[src/rtl/accumulator_scheduler.sv]
// Round-robin scheduler that lends one wrapping accumulator to NUM_REQ burst requesters
// and returns each burst's sum tagged with the owner's index.
module accumulator_scheduler #(
  parameter int WIDTH     = 16,
  parameter int NUM_REQ   = 4,
  parameter int LEN_WIDTH = 8,
  parameter int ID_WIDTH  = 2
) (
  input  logic                           i_clk,
  input  logic                           i_rst_n,
  input  logic [NUM_REQ-1:0]             i_req,
  input  logic [NUM_REQ*LEN_WIDTH-1:0]   i_req_len,
  output logic [NUM_REQ-1:0]             o_gnt,
  input  logic [WIDTH-1:0]               i_s_data,
  input  logic                           i_s_valid,
  output logic                           o_s_ready,
  output logic [WIDTH-1:0]               o_res_data,
  output logic [ID_WIDTH-1:0]            o_res_id,
  output logic                           o_res_valid,
  input  logic                           i_res_ready,
  output logic                           o_busy
);

  typedef enum logic [1:0] {S_IDLE, S_ACCUM, S_DONE} state_t;

  state_t                r_state, w_next;
  logic [ID_WIDTH-1:0]   r_sel, r_last, w_win, w_idx;
  logic [LEN_WIDTH-1:0]  r_len, r_count, w_win_len;
  logic [WIDTH-1:0]      r_acc;
  logic                  w_any, w_hs, w_last_hs;

  // Search upward from the last served requester so it drops to lowest priority.
  always_comb begin
    w_any = 1'b0;
    w_win = '0;
    w_idx = '0;
    for (int k = 1; k <= NUM_REQ; k++) begin
      w_idx = ID_WIDTH'((int'(r_last) + k) % NUM_REQ);
      if (!w_any && i_req[w_idx]) begin
        w_any = 1'b1;
        w_win = w_idx;
      end
    end
  end

  assign w_win_len = i_req_len[int'(w_win)*LEN_WIDTH +: LEN_WIDTH];
  assign w_hs      = (r_state == S_ACCUM) && i_s_valid;
  assign w_last_hs = w_hs && (r_count == r_len - LEN_WIDTH'(1));

  always_ff @(posedge i_clk or negedge i_rst_n) begin
    if (!i_rst_n) r_state <= S_IDLE;
    else          r_state <= w_next;
  end

  always_comb begin
    w_next      = r_state;
    o_gnt       = '0;
    o_s_ready   = 1'b0;
    o_res_valid = 1'b0;
    o_res_data  = '0;
    o_res_id    = '0;
    case (r_state)
      S_IDLE: begin
        if (w_any) w_next = (w_win_len != '0) ? S_ACCUM : S_DONE;
      end
      S_ACCUM: begin
        o_gnt[r_sel] = 1'b1;
        o_s_ready    = 1'b1;
        if (w_last_hs) w_next = S_DONE;
      end
      S_DONE: begin
        o_res_valid = 1'b1;
        o_res_data  = r_acc;
        o_res_id    = r_sel;
        if (i_res_ready) w_next = S_IDLE;
      end
      default: w_next = S_IDLE;
    endcase
  end

  assign o_busy = (r_state != S_IDLE);

  // Pointer resets to NUM_REQ-1 so requester 0 wins the first arbitration.
  always_ff @(posedge i_clk or negedge i_rst_n) begin
    if (!i_rst_n) begin
      r_sel   <= '0;
      r_len   <= '0;
      r_acc   <= '0;
      r_count <= '0;
      r_last  <= ID_WIDTH'(NUM_REQ-1);
    end else begin
      case (r_state)
        S_IDLE: begin
          if (w_any) begin
            r_sel   <= w_win;
            r_len   <= w_win_len;
            r_acc   <= '0;
            r_count <= '0;
          end
        end
        S_ACCUM: begin
          if (w_hs) begin
            r_acc   <= r_acc + i_s_data;
            r_count <= r_count + LEN_WIDTH'(1);
          end
        end
        S_DONE: begin
          if (i_res_ready) r_last <= r_sel;
        end
        default: ;
      endcase
    end
  end

endmodule
[config.mk]
export PLATFORM = sky130hd
export DESIGN_NAME = accumulator_scheduler
export DESIGN_NICKNAME = d
export VERILOG_FILES = /design/src/rtl/accumulator_scheduler.sv
export SDC_FILE = /design/constraint.sdc
export NUM_CORES = 1
export LEC_CHECK = 0
export CAP_MARGIN = 20
export CELL_PAD_IN_SITES_DETAIL_PLACEMENT = 1
export CELL_PAD_IN_SITES_GLOBAL_PLACEMENT = 2
export CORE_MARGIN = 2
export CORE_UTILIZATION = 29
export DETAILED_ROUTE_END_ITERATION = 10
export PLACE_DENSITY_LB_ADDON = 0.1
export SYNTH_ARGS = -nofsm -noshare
export SYNTH_HDL_FRONTEND = slang
export SYNTH_SLANG_ARGS = --single-unit
[constraint.sdc]
create_clock -name i_clk -period 2.8 [get_ports i_clk]
set_clock_uncertainty 0.2 [all_clocks]
set_input_delay 0.56 -clock i_clk [delete_from_list [all_inputs] [get_ports i_clk]]
set_output_delay 0.56 -clock i_clk [all_outputs]
set_load 0.01 [all_outputs]
Word level (Yosys, flattened, before mapping)
Cells that the tools add are included.
{"block": "op_classes", "reduce_logical": 17, "mux": 34, "n_eq_ne": 7, "shift": 1, "magnitude_cmp": 6, "add_sub_neg": 7}
{"op": "$mux W16", "n": 3}
{"op": "$pmux W16 S2", "n": 1}
{"op": "$shiftx A32 B6 Y8", "n": 1}
{"op": "$mux W2", "n": 9}
{"op": "$add A16 B16 Y16", "n": 1}
{"op": "$mux W8", "n": 2}
{"op": "$pmux W8 S2", "n": 1}
{"op": "$lt A2 B3 Y1 const B", "n": 5}
{"op": "$mux W1", "n": 11}
{"op": "$add A8 B1 Y8 const B", "n": 1}
{"op": "$bmux W1 S2", "n": 4}
{"op": "$eq A8 B8 Y1", "n": 1}
{"op": "$ne A2 B2 Y1 const B", "n": 4}
{"op": "$reduce_bool A8 Y1", "n": 1}
{"op": "$sub A8 B1 Y8 const B", "n": 1}
{"op": "$logic_and A1 B1 Y1", "n": 6}
{"op": "$pmux W2 S3", "n": 1}
{"op": "$reduce_and A3 Y1", "n": 2}
{"op": "$add A2 B1 Y2 const B", "n": 2}
{"op": "$add A2 B2 Y2 const B", "n": 2}
{"op": "$mux W4", "n": 1}
{"op": "$reduce_and A2 Y1", "n": 2}
{"op": "$reduce_bool A2 Y1", "n": 2}
{"op": "$logic_not A1 Y1", "n": 3}
{"op": "5 further kinds", "n": 5}
{"block": "totals", "wordCells": 78, "ff_bits": 38, "in_bits": 56, "out_inout_bits": 25}

Logic depth before layout (Yosys ltp)
Gate-level depths: netlist (run 1).
{"block": "logic_depth", "depth_word": 18, "mapped_depth": 9, "mapped_depth_nobuf": 9}

Least setup slack after synthesis (run 1)
OpenSTA, ideal clock, no wires.
{"block": "synth_path", "path_kind": "input to register", "startpoint": "input port i_s_data[8]", "endpoint": "register r_acc[15]", "arrival_ps": 2281, "path_buffers": 0, "required_ps": 2474, "stages": 7, "path_slack_ps": 193, "cell_sequence": "ha_1 -> a21o_1 -> a21oi_1 -> nor2b_1 -> o41ai_1 -> a22oi_1 -> o32a_1"}
{"block": "synth_via", "elab_chain_len": 3}
{"item": "start: declaration", "line": "14", "text": "input logic [WIDTH-1:0] i_s_data,"}
{"item": "$add A16 B16 Y16", "line": "103", "text": "r_acc <= r_acc + i_s_data;"}
{"item": "$mux W16", "line": "102", "text": "if (w_hs) begin"}
{"item": "$pmux W16 S2", "line": "92", "text": "case (r_state)"}
{"item": "end signal: assignment", "line": "103"}
{"item": "end: declaration", "line": "29", "text": "logic [WIDTH-1:0] r_acc;"}
No other way between the ends. The select of a mux whose other input is x is not followed.
A chain may end at the register's enable or synchronous reset.

Worst setup path after layout (run 1)
{"block": "layout_path", "startpoint": "register r_last[1]", "endpoint": "register r_state[0]"}
{"block": "layout_via", "elab_chain_len": 18, "elab_cells_between_ends": 33}
{"item": "start: declaration", "line": "27", "text": "logic [ID_WIDTH-1:0] r_sel, r_last, w_win, w_idx;"}
{"item": "start signal: assignment", "line": "90", "text": "r_last <= ID_WIDTH'(NUM_REQ-1);"}
{"item": "start signal: assignment", "line": "108", "text": "if (i_res_ready) r_last <= r_sel;"}
{"item": "$add A2 B1 Y2", "line": "38", "text": "w_idx = ID_WIDTH'((int'(r_last) + k) % NUM_REQ);"}
{"item": "$bmux W1 S2", "line": "39", "text": "if (!w_any && i_req[w_idx]) begin"}
{"item": "$mux W1 (implied by the code)", "line": "39"}
{"item": "$mux W1", "line": "39"}
{"item": "$logic_not A1 Y1", "line": "39"}
{"item": "$logic_and A1 B1 Y1", "line": "39"}
{"item": "$mux W1", "line": "39"}
{"item": "$logic_not A1 Y1", "line": "39"}
{"item": "$logic_and A1 B1 Y1", "line": "39"}
{"item": "$mux W1", "line": "39"}
{"item": "$logic_not A1 Y1", "line": "39"}
{"item": "$logic_and A1 B1 Y1", "line": "39"}
{"item": "$mux W2", "line": "39"}
{"item": "$shiftx A32 B6 Y8", "line": "46", "text": "assign w_win_len = i_req_len[int'(w_win)*LEN_WIDTH +: LEN_WIDTH];"}
{"item": "$reduce_bool A8 Y1", "line": "64", "text": "if (w_any) w_next = (w_win_len != '0) ? S_ACCUM : S_DONE;"}
{"item": "$mux W2 (2 in a row)", "line": "64"}
{"item": "$pmux W2 S3", "line": "62", "text": "case (r_state)"}
{"item": "end signal: assignment", "line": "52", "text": "else r_state <= w_next;"}
{"item": "end: declaration", "line": "26", "text": "state_t r_state, w_next;"}
Parallel ways exist; a longest one is shown, timed or not. The select of a mux whose other input is x is not followed.

==> results of run 1 <==
## cell families (layout without fill, tap and decap cells)
logic type	count (synthesis)	in the layout
AOI/OAI and AO/OA	73	73
xor gates and xnor gates	30	30
and+or+nand+nor	117	117
adders and majority gates	18	18
muxes	17	17
buffers and inverters	23	135
DFF	38	38
## report_power, final
part           switching, W  total, W  leakage [nW]  internal [W]
sequential         0.000255   0.00104         0.465      0.000782
clock              0.000215  0.000477        0.0579      0.000263
combinational       0.00102   0.00211          1.24       0.00108
## routing by layer
metal / up-vias / share of wire
met5: - / 0
met4: 0 / 0.0081
met3: 4 / 0.024
met2: 30 / 0.51
met1: 1352 / 0.46
li1: 1363 / -
## sequential cells by signal (all words and copies together), names as in the netlist
| signal | flops |
|---|---|
| r_last | 2 |
| r_sel | 2 |
| r_state | 2 |
| r_len | 8 |
| r_acc | 16 |
| r_count | 8 |
## layout by cell type (no fill, tap or decap), types with 7 or more instances in the layout
master            n
clkdlybuf4s50_1  76
dfrtp_1          36
buf_4            34
nand2_1          33
and2_1           19
o21ai_1          19
xnor2_1          19
ha_1             17
nor2_1           15
a21oi_1          15
xor2_1           11
inv_1             9
nand3_1           9
o21ai_0           8
mux4_2            7
## through the flow
stage / total power [W] / setup slack, ns / hold WS [ns] / cell area (sq um)
finish: 0.00362 / 0.112 / 0.193 / 4260
global route: 0.00398 / 0.00501 / 0.249 / 4260
CTS: 0.00366 / 0.0470 / 0.223 / 4240
detailed placement: 0.00313 / -0.554 / 0.298 / 4060
global placement: 0.00309 / -0.488 / 0.292 / 4060
floorplan: 0.00234 / 0.193 / 0.0644 / 2890
## critical path: stages (launching register included)
cell     delay [ns]
dfstp_2        0.61
mux2i_2        0.24
o221a_4        0.26
buf_12         0.13
mux4_2         0.53
nor4_4         0.30
nand2_1        0.10
a22o_1         0.21
## worst min-delay path by stage
stage / end / slack, ns / from / depth (start not counted)
finish: r_acc[7] / 0.19 / i_rst_n / 1
floorplan: r_acc[0] / 0.06 / i_rst_n / 0
global route: r_acc[7] / 0.25 / i_rst_n / 1
detailed placement: r_acc[14] / 0.30 / r_acc[14] / 2
CTS: r_acc[7] / 0.22 / i_rst_n / 1
global placement: r_acc[12] / 0.29 / r_acc[12] / 2
## what timing repair did
item,CTS,global route
endpoints found under the hold margin,0,0
resized for setup,10,5
endpoints found under the setup margin,2,5
hold buffers,0,0
pin swaps,2,6
buffers inserted,2,1
cloned,1,0
## cell type report
class / count / area, sq um
Clock buffer: 5 / 68.8
Timing Repair Buffer: 117 / 1110
Inverter: 10 / 37.5
Clock inverter: 3 / 40.0
Fill cell: 1138 / 5470
Sequential cell: 38 / 953
Tap cell: 133 / 166
Multi-Input combinational cell: 255 / 1890
==> results.yml, run 1 <==
global_routing:
  grt_overflow_total: 0
  met1_usage: 0.222
  use_met2: 0.298
  grt_max_degree: 39
  grt_usage: 0.171
  grt_pass1_vias: 2969
  grt_antenna_before_repair: 0
  grt_busiest_layer: "met2"
  grt_first_pass_wirelength_mm: 15.0
  grtUsageMet3: 0.0251
die:
  pin_count: 81
  die_w_microns: 104
  fp-row-count: 36
  core_area_sq_um: 9730
  die_h_microns: 104
  start_util: 0.297
  die_area_sq_um: 10800
setup_path:
  path_max_fanout: 6
  rr_worst_depth: 7
  critPathRequiredTime_ns: 2.79
  cp-end-kind: "register"
  start_kind: "register"
  critical_path_class: "register to register"
  r2r_end: "r_state[0]"
  crit_start: "r_last[1]"
  critPathCapture: "r_state[0]"
  r2r-start: "r_last[1]"
  worstPathArrival_ns: 2.67
  reg2reg_slack_ns: 0.11
synth:
  synth.avg_cell_area_sq_um: 9.15
  synth_top_cell_by_area: "dfrtp_1"
  synth-simple-area-share: 0.211
  synth-compound-area-share: 0.156
  synth-xor-area-share: 0.0909
  async_flop_share: 1.00
  synth_area_sq_um: 2890
  synth_top_family_by_area: "simple AND/OR/NAND/NOR gates"
  muxShareOfSynthArea: 0.0982
  synth.top_cells.by_count: "dfrtp_1, nand2_1, o21ai_1"
  ys.flop_type: "dfrtp_1"
  seq_area_frac_synth: 0.330
  synth_fp_nets: 390
  synthCells: 316
  synth_top_cell_area_share: 0.312
  synth_fa_ha_area_frac: 0.0805
  ys_ff_latch: 38
  yosysUniqueCellTypes: 58
  yosys_warnings: 0
  synthTopCellsByArea: "dfrtp_1, ha_1, xnor2_1"
  yosysMostFrequentCell: "dfrtp_1"
  synth_edf_count: 0
cells_and_area:
  synthToLayoutAreaGrowth_pct: 47.3
  final_util: 0.438
  diodes: 0
  fin_cells: 561
  layout-drive-gt1-share: 0.168
  final_nets: 501
min_path:
  hold_path_class: "input pin to asynchronous set/reset pin"
sta:
  rsz0062_at_grt: "no"
  finalSetupTns_ns: 0
  drv_slew: 0
  max_clock_freq_ghz: 0.372
  fin_crit_sh: 0.960
  relSlewSlack: 0.389
  setup_viol_count_final: 0
  hold_viol: 0
  tightest_slew_ns: 0.916
  fin_crit_ns: 2.69
placed_design:
  dp_cells: 549
  globalplace.congestion: 0.795
  io_buffers: 80
  place_hpwl_mm: 6.78
clock_network:
  cts_tree: "yes"
  root_buffer: "clkbuf_8"
  insertion_delay_ns: 0.29
  clk_pin_slew_ns: 0.09
  clockBufferDepth: 2
  htree_levels: 2
  cts.sinks: 38
  numCtsBuffers: 5
route:
  routedWlPerCell_microns: 15.7
  first_iter_violations: 57
  final_antenna_net_count: 0
  drc: 0
  viasPerCell: 4.90
  vias: 2749
  routed_wirelength_mm: 8.78
  dr.pass1.iters: 4
outcome:
  status: "finished, final reports clean"
flow_run:
  maxCapViolations: 0
pwr:
  p_leak_nw: 1.77
  power_density_nw_per_um2: 850
  vdd_ir_drop_max_mv: 0.366
No activity file was read; power rests on OpenSTA's default activity.
==> run 2: changes to the inputs <==
==> constraint.sdc (replaced) <==
create_clock -name i_clk -period 2.6 [get_ports i_clk]
set_clock_uncertainty 0.2 [all_clocks]
set_input_delay 0.52 -clock i_clk [delete_from_list [all_inputs] [get_ports i_clk]]
set_output_delay 0.52 -clock i_clk [all_outputs]
set_load 0.01 [all_outputs]
==> run 2 against run 1 <==
  * Combinational power up 17%
  * Sequential cell count unchanged
  * The run now ends with negative setup slack left
  * Setup slack worse by 0.13 ns
  * First-iteration DRC count down 26%
  * Largest power group unchanged
  * Non-clock buffer count up 12
  * Highest routed layer unchanged
==> results.yml, run 2 (synthesis gave the netlist of run 1 again) <==
outcome:
  status: "complete, but fails checks"
  violations: "negative setup slack"
pwr:
  vdd_ir_drop_max_mv: 0.321
  clkPwrFrac: 0.113
  p_int_w: 0.00235
  power_frac_comb: 0.608
  power_switching_w: 0.00169
  seq_power_share: 0.279
  power_density_nw_per_um2: 915
  swShare: 0.418
  p_leak_nw: 1.83
cells_and_area:
  final_util: 0.454
  largest_reg_flops: 16
  regArea_sq_um: 953
  final_nets: 513
  nFillCells: 1130
  synthToLayoutAreaGrowth_pct: 52.7
  final_common_cell: "clkdlybuf4s50_1"
  layout-drive-gt1-share: 0.218
  top_regs: "r_acc x16, r_count x8, r_len x8"
  multi_input_area_sq_um: 1960
  regMostFlops: "r_acc"
  fin_cells: 573
  diodes: 0
  mostFrequentLayoutCells: "clkdlybuf4s50_1, buf_4, dfrtp_1"
placed_design:
  globalplace.congestion: 0.777
  pre_cts_ws_ns: -0.677
  dp_cells: 560
  place_hpwl_mm: 6.90
  io_buffers: 80
setup_path:
  slowest_stage: "dfstp_2"
  r2r-start: "r_last[1]"
  rr_worst_depth: 7
  r2r_end: "r_state[0]"
  critPathCapture: "r_state[0]"
  worstPathArrival_ns: 2.61
  crit_start: "r_last[1]"
  critical_path_class: "register to register"
  reg2reg_slack_ns: -0.02
  cp-end-kind: "register"
  crit_family: "multiplexers"
  start_kind: "register"
  crit_buf_inv: 1
  path_depth: 7
  crit_chain: "mux2i_1 > o221a_4 > buf_16 > mux4_2 > nor4_4 > nand2_1 > a22o_1"
  path_max_fanout: 4
  slowest_delay_ns: 0.57
  critPathRequiredTime_ns: 2.59
global_routing:
  grt_overflow_total: 0
  grt_max_degree: 30
  grt_antenna_before_repair: 0
  grt_usage: 0.168
  grt_pass1_vias: 2959
  grt_first_pass_wirelength_mm: 14.7
route:
  drc: 0
  routed_wirelength_mm: 9.04
  vias: 2802
  final_antenna_net_count: 0
  viasPerCell: 4.89
  first_iter_violations: 42
  dr.pass1.iters: 4
  routedWlPerCell_microns: 15.8
clock_network:
  root_buffer: "clkbuf_8"
  cts.sinks: 38
  numCtsBuffers: 5
  insertion_delay_ns: 0.30
  clockBufferDepth: 2
  clk_pin_slew_ns: 0.08
  htree_levels: 2
  cts_tree: "yes"
sta:
  hold_viol: 0
  drv_slew: 0
  fin_crit_sh: 1.01
  rsz0062_at_grt: "yes"
  tightest_slew_ns: 0.484
  relSlewSlack: 0.677
  fin_crit_ns: 2.62
  layout_setup_ws_ns: -0.0165
  setup_viol_count_final: 1
  max_clock_freq_ghz: 0.382
  finalSetupTns_ns: -0.0165
die:
  die_h_microns: 104
  die_area_sq_um: 10800
  start_util: 0.297
  pin_count: 81
  core_area_sq_um: 9730
  fp-row-count: 36
  die_w_microns: 104
flow_run:
  maxCapViolations: 0
min_path:
  hold_path_class: "register to register"
## run 2: what timing repair did
action	4_1_cts	5_1_grt
resized for setup	14	16
setup endpoints to repair	7	11
hold endpoints to repair	7	0
pin swaps	6	14
buffers inserted	1	2
hold buffers	1	0
cloned	1	0
## run 2: power by group through the flow
| stage | combinational [W] | clock (W) | sequential, W |
|---|---|---|---|
| 3_5_place_dp | 0.00231 | 0 | 0.00113 |
| 5_1_grt | 0.00275 | 0.000495 | 0.00117 |
| 2_1_floorplan | 0.00149 | 0 | 0.00103 |
| 3_3_place_gp | 0.00228 | 0 | 0.00112 |
| 4_1_cts | 0.00238 | 0.000471 | 0.00112 |
| 6_report | 0.00246 | 0.000456 | 0.00113 |
## run 2: worst register-to-register path: stages, from the launching register on
cell     delay, ns
dfstp_2       0.57
mux2i_1       0.22
o221a_4       0.26
buf_16        0.13
mux4_2        0.54
nor4_4        0.29
nand2_1       0.10
a22o_1        0.21
## run 2: layer usage
metal,share of wire,GRT usage,vias up
li1,-,-,1382
met3,0.020,0.0263,5
met4,0.0082,0.0405,0
met5,0,0,-
met2,0.51,0.295,26
met1,0.47,0.217,1389
## run 2: cell type report
cell class / instances / area share
well taps: 133 / 0.0377
clock buffers: 6 / 0.0187
multi-input cells: 255 / 0.444
repair buffers: 129 / 0.272
inverters: 10 / 0.00850
clock inverters: 2 / 0.00283
flip-flops and latches: 38 / 0.216
## run 2: worst min path at each step
stage | end | depth (start not counted) | from
global route | r_acc[14] | 2 | r_acc[14]
detailed placement | r_acc[9] | 1 | i_rst_n
floorplan | r_acc[0] | 0 | i_rst_n
global placement | r_acc[9] | 1 | i_rst_n
CTS | r_acc[14] | 2 | r_acc[14]
finish | r_acc[13] | 2 | r_acc[13]
## run 2: per-stage QoR
stage | cell area (sq um) | total power [W] | hold WS (ns)
6_report | 4410 | 0.00404 | 0.316
5_1_grt | 4410 | 0.00442 | 0.351
4_1_cts | 4320 | 0.00396 | 0.324
3_5_place_dp | 4140 | 0.00344 | 0.197
3_3_place_gp | 4140 | 0.00340 | 0.198
2_1_floorplan | 2890 | 0.00252 | 0.0244
==> run 3: changes to the inputs <==
--- a/config.mk
+++ b/config.mk
@@ -15,3 +15,4 @@
 export SYNTH_ARGS = -nofsm -noshare
 export SYNTH_HDL_FRONTEND = slang
 export SYNTH_SLANG_ARGS = --single-unit
+export TNS_END_PERCENT = 30
==> run 3 against run 2 <==
  * The run still ends with negative setup slack left
  * Register-to-register slack is essentially flat
  * Critical path depth stayed put
  * Design area shrank 1.0%
  * Core utilization fell by 0.46 points
  * Non-clock buffer count is the same
==> results.yml, run 3 (synthesis gave the netlist of run 1 again) <==
outcome:
  status: "complete, but fails checks"
  violations: "negative setup slack"
pwr:
  p_leak_nw: 1.83
  clkPwrFrac: 0.114
  swShare: 0.417
  power_switching_w: 0.00166
  vdd_ir_drop_max_mv: 0.321
  power_density_nw_per_um2: 910
  power_frac_comb: 0.604
  p_int_w: 0.00232
  seq_power_share: 0.282
die:
  die_h_microns: 104
  start_util: 0.297
  core_area_sq_um: 9730
  fp-row-count: 36
  die_w_microns: 104
  pin_count: 81
  die_area_sq_um: 10800
cells_and_area:
  mostFrequentLayoutCells: "clkdlybuf4s50_1, buf_4, dfrtp_1"
  synthToLayoutAreaGrowth_pct: 51.1
  diodes: 0
  regMostFlops: "r_acc"
  final_util: 0.449
  nFillCells: 1137
  multi_input_area_sq_um: 1910
  final_common_cell: "clkdlybuf4s50_1"
  final_nets: 513
  final_area_sq_um: 4370
  top_regs: "r_acc x16, r_count x8, r_len x8"
  largest_reg_flops: 16
  layout-drive-gt1-share: 0.205
  regArea_sq_um: 953
route:
  dr.pass1.iters: 4
  first_iter_violations: 39
  viasPerCell: 4.90
  routedWlPerCell_microns: 15.6
  vias: 2808
  drc: 0
  final_antenna_net_count: 0
  routed_wirelength_mm: 8.94
setup_path:
  path_max_fanout: 4
  cp-end-kind: "register"
  critical_path_class: "register to register"
  worstPathArrival_ns: 2.61
  critPathRequiredTime_ns: 2.59
  start_kind: "register"
clock_network:
  htree_levels: 2
  root_buffer: "clkbuf_8"
  numCtsBuffers: 5
  clk_pin_slew_ns: 0.08
  clockBufferDepth: 2
  cts.sinks: 38
  cts_tree: "yes"
  insertion_delay_ns: 0.30
sta:
  hold_viol: 0
  max_clock_freq_ghz: 0.382
  drv_slew: 0
  rsz0062_at_grt: "yes"
  setup_viol_count_final: 1
  fin_crit_sh: 1.01
  fin_crit_ns: 2.62
  worst_hold_slack_ns: 0.316
  tightest_slew_ns: 0.484
  layout_setup_ws_ns: -0.0159
  relSlewSlack: 0.677
placed_design:
  dpl-instance-area_sq_um: 4140
  place_hpwl_mm: 6.90
  io_buffers: 80
  globalplace.congestion: 0.777
  pre_cts_ws_ns: -0.677
flow_run:
  maxCapViolations: 0
global_routing:
  grt_max_degree: 30
  grt_usage: 0.168
  grt_pass1_vias: 2961
  grt_first_pass_wirelength_mm: 14.7
  grt_overflow_total: 0
  grt_antenna_before_repair: 0
min_path:
  hold_path_class: "register to register"
[run 3: cell type report]
type,count,share of cell area
multi-input combinational,255,0.438
inverter,10,0.00859
clock buffer,6,0.0189
clock inverter,2,0.00286
sequential,38,0.218
timing repair buffer,129,0.275
tap,133,0.0381
[run 3: critical path, stage by stage, from the launching register on]
cell,delay (ns)
dfstp_2,0.57
mux2i_1,0.22
o221a_4,0.26
buf_16,0.13
mux4_2,0.53
nor4_4,0.29
nand2_1,0.10
a22o_1,0.21
[run 3: path summary, 6_finish.rpt]
kind | from | endpoint | slack (ns) | cells past startpoint
setup / recovery | r_last[1] | r_state[0] | -0.02 | 7
hold / removal | r_acc[13] | r_acc[13] | 0.32 | 2
setup reg to reg | r_last[1] | r_state[0] | -0.02 | 7
hold reg to reg | r_acc[13] | r_acc[13] | 0.32 | 2
max in group asynchronous | i_rst_n | r_count[4] | 1.24 | 3
min in group asynchronous | i_rst_n | r_acc[9] | 0.41 | 2
[run 3: layer usage]
layer | vias to the layer above | GRT usage | routed length [microns]
li1 | 1383 | - | -
met1 | 1392 | 0.218 | 4190
met2 | 26 | 0.295 | 4480
met5 | - | 0 | 0
met4 | 0 | 0.0405 | 95
met3 | 7 | 0.0263 | 173
[run 3: per-stage QoR]
stage | cells | total power [W] | TNS (ns)
3_3_place_gp | 560 | 0.00340 | -6.42
3_5_place_dp | 560 | 0.00344 | -6.36
2_1_floorplan | 316 | 0.00252 | 0
6_report | 573 | 0.00397 | -0.0159
4_1_cts | 571 | 0.00397 | -0.0571
5_1_grt | 573 | 0.00436 | -0.398
[run 3: timing repair]
action / CTS / global route
gates resized for setup: 15 / 8
hold buffers: 1 / 0
pin swaps: 6 / 11
hold endpoints to repair: 7 / 0
setup buffers: 1 / 2
setup endpoints to repair: 7 / 11
gates cloned: 1 / 0
[run 3: power by group through the flow]
stage | Clock (W) | Sequential, W | Combinational, W
3_3_place_gp | 0 | 0.00112 | 0.00228
5_1_grt | 0.000495 | 0.00117 | 0.00270
4_1_cts | 0.000471 | 0.00112 | 0.00238
6_report | 0.000453 | 0.00112 | 0.00240
2_1_floorplan | 0 | 0.00103 | 0.00149
3_5_place_dp | 0 | 0.00113 | 0.00231
